### src/rtl/sys_defs.sv
// sys_defs: memory-port types shared across blocks, plus the arbiter slot and tag-table types
`ifndef NUM_MEM_TAGS
`define NUM_MEM_TAGS 15
`endif
package sys_defs;
    localparam int NUM_MEM_TAGS = `NUM_MEM_TAGS;
    typedef logic [31:0] ADDR;
    typedef logic [63:0] MEM_BLOCK;
    typedef logic [3:0]  MEM_TAG;
    typedef enum logic [1:0] {
        MEM_NONE  = 2'h0,
        MEM_LOAD  = 2'h1,
        MEM_STORE = 2'h2
    } MEM_COMMAND;
    localparam int ARB_NUM_RD = 2;
    typedef logic [$clog2(ARB_NUM_RD+1)-1:0] ARB_SLOT_T;
    typedef logic [$clog2(ARB_NUM_RD)-1:0] ARB_ID_T;
    typedef struct packed {
        logic    valid;
        ARB_ID_T id;
    } TAG_ENTRY_T;
endpackage

### src/rtl/mem_port_arbiter_if.sv
// mem_port_arbiter_if: requester-side load/store handshakes and the load response path
interface mem_port_arbiter_if #(parameter int NUM_RD = sys_defs::ARB_NUM_RD);
    import sys_defs::*;
    logic [NUM_RD-1:0]         rd_req_vld;
    ADDR  [NUM_RD-1:0]         rd_req_addr;
    logic [NUM_RD-1:0]         rd_req_rdy;
    logic                      rd_rsp_vld;
    logic [$clog2(NUM_RD)-1:0] rd_rsp_id;
    MEM_BLOCK                  rd_rsp_data;
    logic                      wr_req_vld;
    ADDR                       wr_req_addr;
    MEM_BLOCK                  wr_req_data;
    logic                      wr_req_rdy;
    modport master (
        output rd_req_vld, rd_req_addr, wr_req_vld, wr_req_addr, wr_req_data,
        input  rd_req_rdy, rd_rsp_vld, rd_rsp_id, rd_rsp_data, wr_req_rdy
    );
    modport slave (
        input  rd_req_vld, rd_req_addr, wr_req_vld, wr_req_addr, wr_req_data,
        output rd_req_rdy, rd_rsp_vld, rd_rsp_id, rd_rsp_data, wr_req_rdy
    );
endinterface

### src/rtl/mem_port_arbiter_tag_tracker.sv
// tag_tracker: outstanding-load table indexed by memory tag, in-flight count,
// registered response routing and the sticky protocol error flag
module tag_tracker
    import sys_defs::*;
#(
    parameter int MAX_OUTSTANDING = NUM_MEM_TAGS,
    localparam int CW = $clog2(MAX_OUTSTANDING + 1)
) (
    input  logic     clk,
    input  logic     rst_n,
    input  logic     issue,
    input  MEM_TAG   issue_tag,
    input  ARB_ID_T  issue_id,
    input  MEM_TAG   ret_tag,
    input  MEM_BLOCK ret_data,
    output logic     full,
    output logic     empty,
    output logic     rsp_vld,
    output ARB_ID_T  rsp_id,
    output MEM_BLOCK rsp_data,
    output logic     err
);
    localparam int NT = 2 ** $bits(MEM_TAG);
    TAG_ENTRY_T    tags_q [NT];
    TAG_ENTRY_T    ret_ent;
    logic [CW-1:0] count;
    logic          ret_hit, ret_miss, clash;
    assign ret_ent  = tags_q[ret_tag];
    assign ret_hit  = ret_tag != '0 && ret_ent.valid;
    assign ret_miss = ret_tag != '0 && !ret_ent.valid;
    // a return on the same tag frees the entry first, so reusing it is legal
    assign clash = issue && tags_q[issue_tag].valid && !(ret_hit && ret_tag == issue_tag);
    assign full  = count >= CW'(MAX_OUTSTANDING);
    assign empty = count == '0;
    always_ff @(posedge clk or negedge rst_n)
        if (!rst_n) begin
            for (int i = 0; i < NT; i++) tags_q[i] <= '0;
            count    <= '0;
            rsp_vld  <= 1'b0;
            rsp_id   <= '0;
            rsp_data <= '0;
            err      <= 1'b0;
        end else begin
            if (ret_hit) tags_q[ret_tag].valid <= 1'b0;
            if (issue) tags_q[issue_tag] <= '{valid: 1'b1, id: issue_id};
            count    <= count + CW'(issue) - CW'(ret_hit);
            rsp_vld  <= ret_hit;
            rsp_id   <= ret_hit ? ret_ent.id : '0;
            rsp_data <= ret_hit ? ret_data : '0;
            err      <= err | ret_miss | clash;
        end
endmodule

### src/rtl/mem_port_arbiter.sv
// mem_port_arbiter: round-robin share of the memory command port between NUM_RD
// load requesters and one store requester, with tag-based load response routing
module mem_port_arbiter
    import sys_defs::*;
#(
    parameter int NUM_RD          = ARB_NUM_RD,
    parameter int MAX_OUTSTANDING = `NUM_MEM_TAGS
) (
    input  logic               clk,
    input  logic               rst_n,
    mem_port_arbiter_if.slave  bus,
    input  MEM_TAG             mem2proc_transaction_tag,
    input  MEM_BLOCK           mem2proc_data,
    input  MEM_TAG             mem2proc_data_tag,
    output MEM_COMMAND         proc2mem_command,
    output ADDR                proc2mem_addr,
    output MEM_BLOCK           proc2mem_data,
    output logic               idle,
    output logic               err
);
    localparam int SLOTS = NUM_RD + 1;
    localparam int IW = $clog2(NUM_RD);
    localparam ARB_SLOT_T WR_SLOT = ARB_SLOT_T'(NUM_RD);
    ARB_SLOT_T        rr_ptr, gnt;
    logic             gnt_vld, accept, is_wr, full, empty;
    logic [SLOTS-1:0] elig;
    function automatic ARB_SLOT_T slot_at(input ARB_SLOT_T p, input int k);
        int s;
        s = int'(p) + k;
        return ARB_SLOT_T'(s >= SLOTS ? s - SLOTS : s);
    endfunction
    assign elig = {bus.wr_req_vld, bus.rd_req_vld & {NUM_RD{!full}}};
    // first eligible slot at or after rr_ptr, wrapping
    always_comb begin
        gnt     = rr_ptr;
        gnt_vld = 1'b0;
        for (int k = 0; k < SLOTS; k++)
            if (!gnt_vld && elig[slot_at(rr_ptr, k)]) begin
                gnt     = slot_at(rr_ptr, k);
                gnt_vld = 1'b1;
            end
    end
    assign accept           = gnt_vld && mem2proc_transaction_tag != '0;
    assign is_wr            = gnt == WR_SLOT;
    assign proc2mem_command = !gnt_vld ? MEM_NONE : is_wr ? MEM_STORE : MEM_LOAD;
    assign proc2mem_addr    = !gnt_vld ? '0 : is_wr ? bus.wr_req_addr : bus.rd_req_addr[gnt[IW-1:0]];
    assign proc2mem_data    = gnt_vld && is_wr ? bus.wr_req_data : '0;
    assign bus.wr_req_rdy   = accept && is_wr;
    always_comb begin
        bus.rd_req_rdy = '0;
        for (int i = 0; i < NUM_RD; i++) bus.rd_req_rdy[i] = accept && gnt == ARB_SLOT_T'(i);
    end
    assign idle = empty && !(|bus.rd_req_vld) && !bus.wr_req_vld;
    always_ff @(posedge clk or negedge rst_n)
        if (!rst_n) rr_ptr <= '0;
        else if (accept) rr_ptr <= is_wr ? '0 : gnt + 1'b1;
    tag_tracker #(.MAX_OUTSTANDING(MAX_OUTSTANDING)) u_trk (
        .clk       (clk),
        .rst_n     (rst_n),
        .issue     (accept && !is_wr),
        .issue_tag (mem2proc_transaction_tag),
        .issue_id  (gnt[IW-1:0]),
        .ret_tag   (mem2proc_data_tag),
        .ret_data  (mem2proc_data),
        .full      (full),
        .empty     (empty),
        .rsp_vld   (bus.rd_rsp_vld),
        .rsp_id    (bus.rd_rsp_id),
        .rsp_data  (bus.rd_rsp_data),
        .err       (err)
    );
endmodule

### src/flat_wrapper.sv
// flat-port wrapper written by rule: the top's interface ports become plain ports
module mem_port_arbiter_flat import sys_defs::*;
#(
    parameter int NUM_RD          = ARB_NUM_RD,
    parameter int MAX_OUTSTANDING = `NUM_MEM_TAGS
)
  (clk, rst_n, mem2proc_transaction_tag, mem2proc_data, mem2proc_data_tag, proc2mem_command, proc2mem_addr, proc2mem_data, idle, err, bus_rd_req_vld, bus_rd_req_addr, bus_wr_req_vld, bus_wr_req_addr, bus_wr_req_data, bus_rd_req_rdy, bus_rd_rsp_vld, bus_rd_rsp_id, bus_rd_rsp_data, bus_wr_req_rdy);
  mem_port_arbiter_if #(.NUM_RD(NUM_RD)) bus_i ();
  input  logic clk;
  input  logic rst_n;
  input  MEM_TAG mem2proc_transaction_tag;
  input  MEM_BLOCK mem2proc_data;
  input  MEM_TAG mem2proc_data_tag;
  output MEM_COMMAND proc2mem_command;
  output ADDR proc2mem_addr;
  output MEM_BLOCK proc2mem_data;
  output logic idle;
  output logic err;
  input wire logic [$bits(bus_i.rd_req_vld)-1:0] bus_rd_req_vld;
  input wire logic [$bits(bus_i.rd_req_addr)-1:0] bus_rd_req_addr;
  input wire logic [$bits(bus_i.wr_req_vld)-1:0] bus_wr_req_vld;
  input wire logic [$bits(bus_i.wr_req_addr)-1:0] bus_wr_req_addr;
  input wire logic [$bits(bus_i.wr_req_data)-1:0] bus_wr_req_data;
  output wire logic [$bits(bus_i.rd_req_rdy)-1:0] bus_rd_req_rdy;
  output wire logic [$bits(bus_i.rd_rsp_vld)-1:0] bus_rd_rsp_vld;
  output wire logic [$bits(bus_i.rd_rsp_id)-1:0] bus_rd_rsp_id;
  output wire logic [$bits(bus_i.rd_rsp_data)-1:0] bus_rd_rsp_data;
  output wire logic [$bits(bus_i.wr_req_rdy)-1:0] bus_wr_req_rdy;
  assign bus_i.rd_req_vld = bus_rd_req_vld;
  assign bus_i.rd_req_addr = bus_rd_req_addr;
  assign bus_i.wr_req_vld = bus_wr_req_vld;
  assign bus_i.wr_req_addr = bus_wr_req_addr;
  assign bus_i.wr_req_data = bus_wr_req_data;
  assign bus_rd_req_rdy = bus_i.rd_req_rdy;
  assign bus_rd_rsp_vld = bus_i.rd_rsp_vld;
  assign bus_rd_rsp_id = bus_i.rd_rsp_id;
  assign bus_rd_rsp_data = bus_i.rd_rsp_data;
  assign bus_wr_req_rdy = bus_i.wr_req_rdy;
  mem_port_arbiter #(.NUM_RD(NUM_RD), .MAX_OUTSTANDING(MAX_OUTSTANDING)) u_core (.clk(clk), .rst_n(rst_n), .bus(bus_i), .mem2proc_transaction_tag(mem2proc_transaction_tag), .mem2proc_data(mem2proc_data), .mem2proc_data_tag(mem2proc_data_tag), .proc2mem_command(proc2mem_command), .proc2mem_addr(proc2mem_addr), .proc2mem_data(proc2mem_data), .idle(idle), .err(err));
endmodule
### config.mk
export PLATFORM = sky130hd
export DESIGN_NAME = mem_port_arbiter_flat
export DESIGN_NICKNAME = d
export VERILOG_FILES = /design/src/rtl/sys_defs.sv /design/src/rtl/mem_port_arbiter_if.sv /design/src/rtl/mem_port_arbiter_tag_tracker.sv /design/src/rtl/mem_port_arbiter.sv /design/src/flat_wrapper.sv
export SDC_FILE = /design/constraint.sdc
export NUM_CORES = 1
export LEC_CHECK = 0
export CORE_AREA = 2 2 159 161
export CTS_CLUSTER_SIZE = 12
export DETAILED_ROUTE_END_ITERATION = 8
export DIE_AREA = 0 0 161 163
export PLACE_DENSITY = 0.65
export REMOVE_ABC_BUFFERS = 1
export SLEW_MARGIN = 20
export SYNTH_ARGS = -nofsm -noshare
export SYNTH_HDL_FRONTEND = slang
export SYNTH_SLANG_ARGS = --single-unit
### constraint.sdc
create_clock -name clk -period 4.1 [get_ports clk]
set_clock_uncertainty 0.1 [all_clocks]
set_input_delay 0.82 -clock clk [delete_from_list [all_inputs] [get_ports clk]]
set_output_delay 0.82 -clock clk [all_outputs]
set_load 0.05 [all_outputs]
==> run metrics <==
Primary FF master, synth=dfrtp_1; die area=26240 sq um; outcome=finished, final reports clean; Crit Path Class=in -> out; initial antenna violation count=2; final hold vios=0; final core utilization=0.4768; top cells by area, synth=dfrtp_1 46%, and2_1 7.4%, and3_1 7.2%, nand2_1 5.5%, mux4_2 5.5%; Slowest cell on crit path=clkdlybuf4s50_1; min Tclk post-route=between 4 and 5 ns; Buf/Inv on CP=4; met2 Usage GRT=0.3348; GR Layer Usage met3=0.06570; grt total ovfl=0; hold crit path type=reg -> reg; Post-Synthesis Cells=604; met1 usage=0.2354; maximum clock rate=246.6 MHz; die height=163 um; Req. time, crit path=3.18 ns; layout overhead on the synthesized area=104.2%; root buf cell=clkbuf_16; via density per instance=4.662; Port-buffer cells=405; Async SR Flop Fraction=1.000; Starting Density=0.2335; dpl hpwl=around 21000 um; Mapped Avg Cell Area=9.537 sq um; I/O pin cnt=406; TritonCTS Buffers=9; top cells by count, synth=105 x dfrtp_1, 85 x nand2_1, 68 x and2_1, 66 x and3_1, 32 x a31oi_1; CP Max Fanout=11; number of antenna repair diodes=0; post-synthesis cell type count=51; Ys Warns=0; normalized max-slew margin=0.4720; clock latency at the later pin of the worst-skew pair=0.34 ns; Critical Path Start Type=input pin; clock sinks=~110; FF+latch count, synth=about 110; share of layout cells above drive strength 1=0.1900; global-route wire length before repair=38750 um; # setup viols final=0; number of H-tree branching levels=3; All-Layer GR Usage=0.1945; Core Region=24670 sq um; Hold Buf Count CTS=0; Post-Route WL=26710 um; count leader, synth=dfrtp_1; Max Cap Violations=0; clk buf depth=2; crit share post-route=0.9891; RSZ-0062 raised after global routing=true; vias in the first global route=6251; global placement routability congestion=0.8549; TNS Setup=0 ns; Largest stage delay, worst path=about 0.5 ns; Top cell by count, worst path=buf_12; DRT iter0 DRCs=428; num rows=between 50 and 60; clock slew at reported path FFs=0.08 ns; max-slew violations=0; total of fill cells in the finished design=between 2000 and 2500; antenna-violating nets left=0; Crit. End Element=primary output; DRT Pass-1 Iters=4; Yosys top cell by area=dfrtp_1; crit-path leading delay family=compound AO/OA/AOI/OAI gates; wire length per cell=20.01 um; Syn Std Cell Area=5761 sq um; Final #Nets=1247; CP arrival=3.14 ns; CTS tree=done; post-synth top area share=0.4561; vias=between 6000 and 7000; post-synthesis sequential area ratio=0.4561; cells along the critical path=clkdlybuf4s50_1 > mux2i_1 > o31a_4 > a221oi_4 > a2bb2oi_4 > buf_12 > o21ai_1 > a31oi_2 > buf_4 > buf_12; FF-to-FF setup slack=0.91 ns; post-detailed-route DRC marker count=0; Die Wd=161 um; largest net degree at the start of global routing=86; EDFF count, synth=0; global routing's busiest layer=met2; Worst Max-Slew Pin Slew=0.7920 ns
==> layout by cell type (no fill, tap or decap), types with 15 or more instances in the layout <==
cell and n:
a31oi_1 28, dfrtp_1 104, o21ai_0 27, and3_1 66, nand2_1 84, buf_12 108
clkdlybuf4s50_1 303, o21ai_1 26, and2_1 67, buf_4 24, nor2_1 15
==> final timing paths <==
path                            depth (start not counted)               startpoint                        end
worst max-delay path                                   10        bus_rd_req_vld[0]          proc2mem_addr[28]
min in group asynchronous                               1                    rst_n   u_core.u_trk.rsp_data[6]
max in group asynchronous                               2                    rst_n  u_core.u_trk.rsp_data[16]
worst min-delay path                                    0  u_core.u_trk.tags_q[30]    u_core.u_trk.tags_q[30]
worst min register to register                          0  u_core.u_trk.tags_q[30]    u_core.u_trk.tags_q[30]
worst max register to register                         12         u_core.rr_ptr[0]      u_core.u_trk.count[2]
==> flip-flops by register name, indices dropped and copies added, names as in the netlist <==
register and cells:
u_core.u_trk.err 1, u_core.rr_ptr 2, u_core.u_trk.count 4, u_core.u_trk.rsp_vld 1, u_core.u_trk.tags_q 32, u_core.u_trk.rsp_id 1
u_core.u_trk.rsp_data 64
==> area by class of cell <==
cell class | instances | area [sq um] | area share
timing repair buffer | 438 | 5436 | 0.4621
multi-input combinational | 434 | 2922 | 0.2484
sequential | 105 | 2629 | 0.2235
tap | 330 | 412.9 | 0.03510
clock buffer | 9 | 225.2 | 0.01914
clock inverter | 7 | 93.84 | 0.007977
inverter | 12 | 45.04 | 0.003829
==> routing by layer <==
| metal | wire (um) | vias to the layer above |
|---|---|---|
| li1 | - | 2908 |
| met1 | 10530 | 2954 |
| met2 | 13060 | 331 |
| met3 | 2558 | 27 |
| met4 | 537 | 4 |
| met5 | 27 | - |
==> metrics by stage <==
step	std cells	setup slack, ns	hold slack (ns)	cell area, sq um
floorplan	551	-0.8567	0.2494	5505
global placement	1315	0.01959	0.2658	11310
detailed placement	1315	-0.01793	0.2632	11310
CTS	1331	0.03148	0.2850	11650
global route	1335	-0.06016	0.3054	11760
finish	1335	0.04468	0.2802	11760
==> what timing repair did <==
action	in CTS	in global routing
pin swaps	0	3
cloned	0	2
gates resized for setup	3	9
setup endpoints to repair	2	31
buffers inserted	0	2
==> cells by family (layout without fill, tap and decap cells) <==
| group | count (synthesis) | in the layout | synth area share |
|---|---|---|---|
| AND/OR/NAND/NOR | 271 | 271 | 0.2489 |
| AO/OA/AOI/OAI | 127 | 127 | 0.1453 |
| flip-flops | 105 | 105 | 0.4561 |
| buffers and inverters | 65 | 466 | 0.05213 |
| multiplexers | 20 | 20 | 0.06538 |
| adder cells (fa/ha/maj) | 10 | 10 | 0.02302 |
| XOR/XNOR | 6 | 6 | 0.009122 |
Power is left out: the tool's default activity adds up to more than one toggle a clock period on the data nets, which glitch-free logic cannot reach.
